$ cat config.mk
export PLATFORM = sky130hd
export DESIGN_NAME = gcn_layer_sequencer
export DESIGN_NICKNAME = d
export VERILOG_FILES = /design/src/rtl/gcn_layer_sequencer.sv
export SDC_FILE = /design/constraint.sdc
export NUM_CORES = 1
export LEC_CHECK = 0
export BUFFER_PORTS_ARGS = -buffer_cell sky130_fd_sc_hd__clkbuf_2
export CAP_MARGIN = 30
export CORE_UTILIZATION = 40
export DETAILED_ROUTE_END_ITERATION = 16
export GPL_TIMING_DRIVEN = 0
export HOLD_SLACK_MARGIN = 0.03
export PLACE_DENSITY = 0.75
export REMOVE_ABC_BUFFERS = 1
export SYNTH_ARGS = -nofsm -noshare
export SYNTH_HDL_FRONTEND = slang
export SYNTH_SLANG_ARGS = --single-unit
export TNS_END_PERCENT = 30
$ cat constraint.sdc
create_clock -name clk -period 5.2 [get_ports clk]
set_clock_uncertainty 0.05 [all_clocks]
set_input_delay 0.52 -clock clk [delete_from_list [all_inputs] [get_ports clk]]
set_output_delay 0.52 -clock clk [all_outputs]
set_load 0.02 [all_outputs]
$ cat src/rtl/gcn_layer_sequencer.sv
// gcn_layer_sequencer: runs one GCN layer pass, kicking the transformation block and streaming product rows to aggregation
// Ports:
//   clk, reset (async, active-low)     clocking and reset
//   start                              layer request, honoured in IDLE/ERROR
//   trans_start / done_trans           start pulse to / completion from the transformation block
//   read_row / fm_wm_row               row select into / row data from the product memory
//   row_data, row_index, row_valid,
//   row_ready                          registered row stream to aggregation (valid/ready)
//   busy, done, error                  status: active, one-cycle completion, sticky watchdog timeout
module gcn_layer_sequencer #(
  parameter int FEATURE_ROWS   = 6,
  parameter int WEIGHT_COLS    = 3,
  parameter int DOT_PROD_WIDTH = 16,
  parameter int ROW_WIDTH      = 3,
  parameter int TIMEOUT_CYCLES = 1024,
  parameter int TIMER_WIDTH    = $clog2(TIMEOUT_CYCLES + 1)
) (
  input  logic                      clk,
  input  logic                      reset,
  input  logic                      start,
  output logic                      trans_start,
  input  logic                      done_trans,
  output logic [ROW_WIDTH-1:0]      read_row,
  input  logic [DOT_PROD_WIDTH-1:0] fm_wm_row [WEIGHT_COLS],
  output logic [DOT_PROD_WIDTH-1:0] row_data [WEIGHT_COLS],
  output logic [ROW_WIDTH-1:0]      row_index,
  output logic                      row_valid,
  input  logic                      row_ready,
  output logic                      busy,
  output logic                      done,
  output logic                      error
);
  typedef enum logic [2:0] {IDLE, KICK, WAIT, FETCH, PRESENT, DONE, ERROR} state_t;
  state_t state, state_n;
  logic [TIMER_WIDTH-1:0] timer;
  logic last, expired;
  assign last    = row_index == ROW_WIDTH'(FEATURE_ROWS - 1);
  assign expired = timer == TIMER_WIDTH'(TIMEOUT_CYCLES - 1);
  always_ff @(posedge clk or negedge reset)
    if (!reset) state <= IDLE;
    else state <= state_n;
  // error is only ever set on entry to ERROR and only cleared by leaving it,
  // so the sticky flag is exactly the ERROR state.
  always_comb begin
    state_n     = state;
    trans_start = state == KICK;
    row_valid   = state == PRESENT;
    done        = state == DONE;
    error       = state == ERROR;
    busy        = state != IDLE && state != ERROR;
    case (state)
      IDLE, ERROR: state_n = start ? KICK : state;
      KICK:        state_n = WAIT;
      WAIT:        state_n = done_trans ? FETCH : expired ? ERROR : WAIT;
      FETCH:       state_n = PRESENT;
      PRESENT:     state_n = row_ready ? (last ? DONE : FETCH) : PRESENT;
      DONE:        state_n = IDLE;
      default:     state_n = IDLE;
    endcase
  end
  always_ff @(posedge clk or negedge reset)
    if (!reset) begin
      timer     <= '0;
      read_row  <= '0;
      row_index <= '0;
      row_data  <= '{default: '0};
    end else begin
      if (state == KICK) begin
        timer    <= '0;
        read_row <= '0;
      end
      if (state == WAIT) timer <= timer + 1'b1;
      if (state == FETCH) begin
        row_data  <= fm_wm_row;
        row_index <= read_row;
      end
      if (state == PRESENT && row_ready) read_row <= last ? '0 : read_row + 1'b1;
    end
endmodule

==> results of run 1 <==
logic make-up after synthesis:
group | Yosys count
compound gates | 19
buf+inv | 15
flops | 68
fa+ha+maj | 2
mux | 58
xor+xnor | 2
simple gates | 42
power by group:
group          total [mW]  internal (mW)  switching, mW
Sequential          0.893          0.752          0.141
Clock               0.468          0.268          0.200
Combinational       0.936          0.374          0.562
synth_stat cells (all sizes together):
cell type / instances
dfrtp: 68
or4: 3
or2: 1
o41ai: 2
inv: 5
a211o: 1
o211a: 1
nand3: 10
nor2b: 2
and3b: 2
a211oi: 3
nor4: 2
nor2: 3
or3b: 2
nand4: 2
a22o: 3
nor3b: 3
o21ai: 5
a31o: 1
xnor2: 2
nand4bb: 1
mux2i: 5
nand2: 7
buf: 10
o311ai: 2
ha: 2
o211ai: 1
nand2b: 4
mux2: 53
metal layers:
layer	vias up	GRT usage, %	wire, µm
met3	10	4.29	408
met1	949	19.1	2510
li1	980	-	-
met5	-	0	0
met4	0	8.18	100
met2	81	27.6	2920
worst max-delay path: cells and delay by family (launching register included):
family        cells  cell delay, ns
simple gates      1            0.52
buf+inv           2            0.27
flops             1            0.53
through the flow:
stage | hold WS (ns) | area (µm²) | util [%] | instances
2_1_floorplan | 0.174 | 2820 | - | 196
3_3_place_gp | 0.413 | 3500 | 50.9 | 403
3_5_place_dp | 0.431 | 3550 | 51.7 | 405
4_1_cts | 0.160 | 3760 | 54.8 | 420
5_1_grt | 0.167 | 3760 | 54.8 | 420
6_report | 0.156 | 3760 | 54.8 | 420
worst paths after layout:
path	startpoint	slack, ns	end	cells after the start
setup / recovery	state[2]	2.98	trans_start	3
hold / removal	reset	0.16	row_data[24]	2
setup reg to reg	state[1]	3.12	state[2]	3
hold reg to reg	row_data[29]	0.44	row_data[29]	1
max in group asynchronous	reset	4.66	timer[0]	2
min in group clk	fm_wm_row[21]	0.34	row_data[21]	2
state kept, by name, indices dropped and copies added, names as in the netlist:
name and count:
row_data 48, row_index 3, read_row 3, state 3
timer 11
layout make-up:
| type | count | area share [%] |
|---|---|---|
| clock buffers | 9 | 3.29 |
| well taps | 96 | 3.19 |
| multi-input cells | 123 | 29.3 |
| repair buffers | 113 | 16.1 |
| flip-flops and latches | 68 | 45.2 |
| clock inverters | 6 | 2.39 |
| inverters | 5 | 0.499 |
==> key figures, run 1 <==
Worst setup path
  – CP max stage cell: dfrtp_1
  – Crit-path max cell delay: 0.53 ns
  – CP required: 4.63 ns
  – Crit path max fanout: 13
  – CP arrival: 1.65 ns
  – Critical Path Sink Type: output pin
  – Cell-by-cell trace of the critical path: or3b_4 > inv_2 > clkbuf_2
  – Crit path launch type: flip-flop
  – Kind of critical path: flip-flop to output pin

Synth
  – Top cells by area, synth: dfrtp_1 (59%), mux2_1 (20%), mux2i_1 (1.7%), nand3_1 (1.7%), buf_2 (1.4%)
  – Post-synthesis mux area share: 22.5%
  – Yosys synthesis warning count: 0
  – Post-synthesis compound-gate area fraction: 5.26%
  – Seq/Total Area, Yosys: 59.1%
  – Flops & latches, synth: 68
  – Largest area contributor in the netlist: dfrtp_1
  – Main combinational cell family by area after synthesis: multiplexers
  – Cell variety after synth: 38
  – Share of the synthesized area in the top cell type: 59.1%
  – Cells after Synth: 206
  – Post-Synth Adder-Cell Area: 0.869%
  – Simple logic cell fraction of the synthesized area: 9.00%
  – Area share of xor/xnor cells in the synthesized design: 0.608%
  – Syn Area/Cell: 14.0 µm²
  – Cell Area, Synth: 0.00288 mm²

GRT
  – Initial antenna violation count: 0
  – Global-route wire length before repair: 9270 µm
  – Total track usage: 16.3%
  – GRT overflow: 0
  – Largest net degree at the start of global routing: 69
  – Number of global-route vias before repair: 1908

Placed design
  – Port Buffer Count: 111
  – Hpwl dp: 4390 µm
  – GPL Wtd Cong: 0.766
  – Pre-CTS WS: 3.12 ns

Hold path
  – Hold Crit Class: primary input to async pin

CTS
  – # hold bufs at CTS: 0
  – Clk pin slew, worst setup/hold paths: 0.08 ns
  – Htree depth: 3
  – Post_cts resized: 0
  – TritonCTS clock tree: done
  – Sink Count: 68
  – Root Buffer: clkbuf_8
  – Number of setup buffers added after CTS: 0
  – Clock Path Buffers: 2
  – Total CTS buffers: 9
  – Clock latency on the worst-skew pair: 0.33 ns

STA
  – Worst setup margin: 2.98 ns
  – Worst Max-Slew Pin Slew: 0.678 ns
  – Final setup TNS: 0 ns
  – Final Hold Fails: 0
  – Unrepaired setup endpoints after global routing: false
  – Slew HR: 54.6%
  – FMAX: 0.450 GHz
  – Crit path time final: 2.22 ns
  – Final period util: 42.7%
  – # setup viols final: 0
  – Max-slew violation count: 0

Cells and area
  – Nets@finish: 375
  – ANT cells: 0
  – Reg area: 0.00170 mm²
  – Area Growth Syn to Fin: 30.7%
  – Fillers: 602
  – Commonest cells after routing, fill and taps aside: clkbuf_2 (110), dfrtp_1 (68), mux2_1 (52)
  – Commonest non-fill, non-tap cell in the layout: clkbuf_2
  – Area of the multi-input gates: 0.00110 mm²
  – Share of layout cells above drive strength 1: 41.7%

Flow run
  – Max-cap violations: 0

Floorplan
  – CORE AREA: 0.00687 mm²
  – Die height: 86.8 µm
  – I/O pin cnt: 112
  – Initial Util: 41.9%
  – Row cnt: 30
  – Die area: 0.00754 mm²
  – Die Width: 86.8 µm

Drt
  – DRT Pass-1 Iters: 4
  – DRT antenna net count: 0
  – Average wire per cell in the routed design: 14.2 µm
  – Via total after detailed routing: 2020
  – Initial DRC Count: 47
  – DR vias/cell: 4.81
  – DRC viols: 0
  – Total Wirelength: 5950 µm

Power
  – Tot Pwr: 2.30 mW
  – Leak: 1.84 nW
  – Power Dens Cells: 610 mW/mm²
  – Maximum VDD drop: 220 µV

Status
  – Status: finished clean
Note: power is estimated with default switching activity, not from simulation.
==> inputs of run 2 (changes only) <==
Clock period 5.2 ns to 2.1 ns, I/O delays scaled along.
==> key figures, run 2 (same netlist as run 1, synthesis figures left out) <==
Status
  – Status: finished clean

Cells and area
  – Post-route cell area: 0.00404 mm² (+7.4%)
  – Share of layout cells above drive strength 1: 39.0% (-2.6 points)
  – Commonest cells after routing, fill and taps aside: clkbuf_2 (110), dfrtp_1 (67), mux2_1 (52)
  – Commonest non-fill, non-tap cell in the layout: clkbuf_2
  – Area Growth Syn to Fin: 40.4%
  – Top flop regs: row_data x48, timer x11
  – ANT cells: 0 (unchanged)
  – Nets@finish: 402 (+7.2%)
  – Largest Register: row_data
  – Layout Utilization: 58.8% (+4.1 points)
  – Max FFs per register: 48 (unchanged)

STA
  – Slew HR: 60.6% (+6.0 points)
  – Unrepaired setup endpoints after global routing: false
  – # setup viols final: 0 (unchanged)
  – Worst Max-Slew Pin Slew: 0.588 ns (-0.0902 ns)
  – Final period util: 92.5%
  – FMAX: 0.515 GHz
  – Worst setup margin: 0.157 ns (-2.82 ns)
  – Final Hold Fails: 0 (unchanged)
  – Crit path time final: 1.94 ns
  – Final setup TNS: 0 ns (unchanged)
  – Max-slew violation count: 0 (unchanged)

Flow run
  – Max-cap violations: 0 (unchanged)

Floorplan
  – CORE AREA: 0.00687 mm² (unchanged)
  – Die Width: 86.8 µm (unchanged)
  – Row cnt: 30 (unchanged)
  – I/O pin cnt: 112 (unchanged)
  – Initial Util: 41.9% (unchanged)
  – Die height: 86.8 µm (unchanged)
  – Die area: 0.00754 mm² (unchanged)

Power
  – Tot Pwr: 5.81 mW (+150%)
  – Power Dens Cells: 1440 mW/mm² (+140%)
  – Maximum VDD drop: 540 µV (+150%)
  – Leak: 1.96 nW (+6.5%)

Placed design
  – Port Buffer Count: 111 (unchanged)
  – Placed inst area: 0.00355 mm² (unchanged)
  – GPL Wtd Cong: 0.766 (unchanged)
  – Pre-CTS WS: 0.0222 ns (-3.10 ns)
  – Hpwl dp: 4390 µm (unchanged)

CTS
  – Clk pin slew, worst setup/hold paths: 0.08 ns (about the same)
  – TritonCTS clock tree: done
  – Clock Path Buffers: 2 (unchanged)
  – Total CTS buffers: 9 (unchanged)
  – Sink Count: 68 (unchanged)
  – Number of setup buffers added after CTS: 0 (unchanged)
  – Htree depth: 3 (unchanged)
  – Clock latency on the worst-skew pair: 0.34 ns (about the same)
  – Root Buffer: clkbuf_8

GRT
  – Largest net degree at the start of global routing: 69 (unchanged)
  – GRT overflow: 0 (unchanged)
  – Number of global-route vias before repair: 2090 (+9.5%)
  – Initial antenna violation count: 0 (unchanged)
  – Global-route wire length before repair: 10400 µm (+12%)
  – Total track usage: 18.6% (+2.3 points)

Worst setup path
  – CP arrival: 2.14 ns (+0.49 ns)
  – CP required: 2.29 ns (-2.34 ns)
  – R2R setup slack: 0.16 ns (-2.96 ns)
  – Crit path launch type: flip-flop
  – Critical Path Sink Type: flip-flop
  – Crit path max fanout: 13 (unchanged)
  – Kind of critical path: flip-flop to flip-flop

Drt
  – DR vias/cell: 4.88 (+1.5%)
  – DRT Pass-1 Iters: 4 (unchanged)
  – Average wire per cell in the routed design: 15.1 µm (+7.0%)
  – DRT antenna net count: 0 (unchanged)
  – Total Wirelength: 6770 µm (+14%)
  – DRC viols: 0 (unchanged)
  – Initial DRC Count: 56 (+19%)
  – Via total after detailed routing: 2183 (+8.1%)

Hold path
  – Hold Crit Class: primary input to flip-flop
[run 2: worst paths after layout]
check,startpoint,end,cells after the start
worst max register to register,state[2],state[2],3
worst max-delay path,state[2],state[2],3
min in group asynchronous,reset,row_data[24],3
worst min register to register,row_data[29],row_data[29],1
worst min-delay path,fm_wm_row[12],row_data[12],2
max in group asynchronous,reset,state[1],3
[run 2: per-layer routing]
| metal | part of all wire, % | vias up | track usage (%) |
|---|---|---|---|
| met5 | 0 | - | 0 |
| met2 | 50 | 81 | 32.4 |
| met1 | 41 | 1056 | 21.3 |
| met3 | 6.6 | 16 | 4.29 |
| met4 | 2.3 | 0 | 9.09 |
| li1 | - | 1030 | - |
[run 2: where the power goes]
| group | leakage, nW | switching (mW) | internal [mW] | total [mW] |
|---|---|---|---|---|
| clock network | 0.105 | 0.494 | 0.664 | 1.16 |
| registers | 0.830 | 0.380 | 1.86 | 2.24 |
| logic | 1.02 | 1.44 | 0.970 | 2.41 |
| total | 1.96 | 2.31 | 3.50 | 5.81 |
[run 2: final cells by class]
| type | count | area (µm²) |
|---|---|---|
| Inverter | 5 | 18.8 |
| Multi-Input combinational cell | 123 | 1110 |
| Clock inverter | 6 | 90.1 |
| Clock buffer | 9 | 124 |
| Tap cell | 96 | 120 |
| Fill cell | 572 | 2830 |
| Sequential cell | 68 | 1700 |
| Timing Repair Buffer | 140 | 876 |
[run 2: worst max-delay path, stage by stage (launching register included)]
cell,delay (ns)
dfrtp_1,0.53
or3b_4,0.52
or4_4,0.54
o311ai_2,0.22
[run 2: timing repair]
action                                 4_1_cts  5_1_grt
endpoints found under the hold margin       92        2
resized for setup                            0        3
hold buffers                                25        2
setup endpoints to repair                    0       28
[run 2: stage by stage]
| stage | hold slack, ns | instances |
|---|---|---|
| after detailed placement | 0.219 | 405 |
| after CTS | 0.0302 | 445 |
| after floorplan | -0.136 | 196 |
| after global placement | 0.371 | 403 |
| final | 0.0413 | 447 |
| after global routing | 0.0325 | 447 |
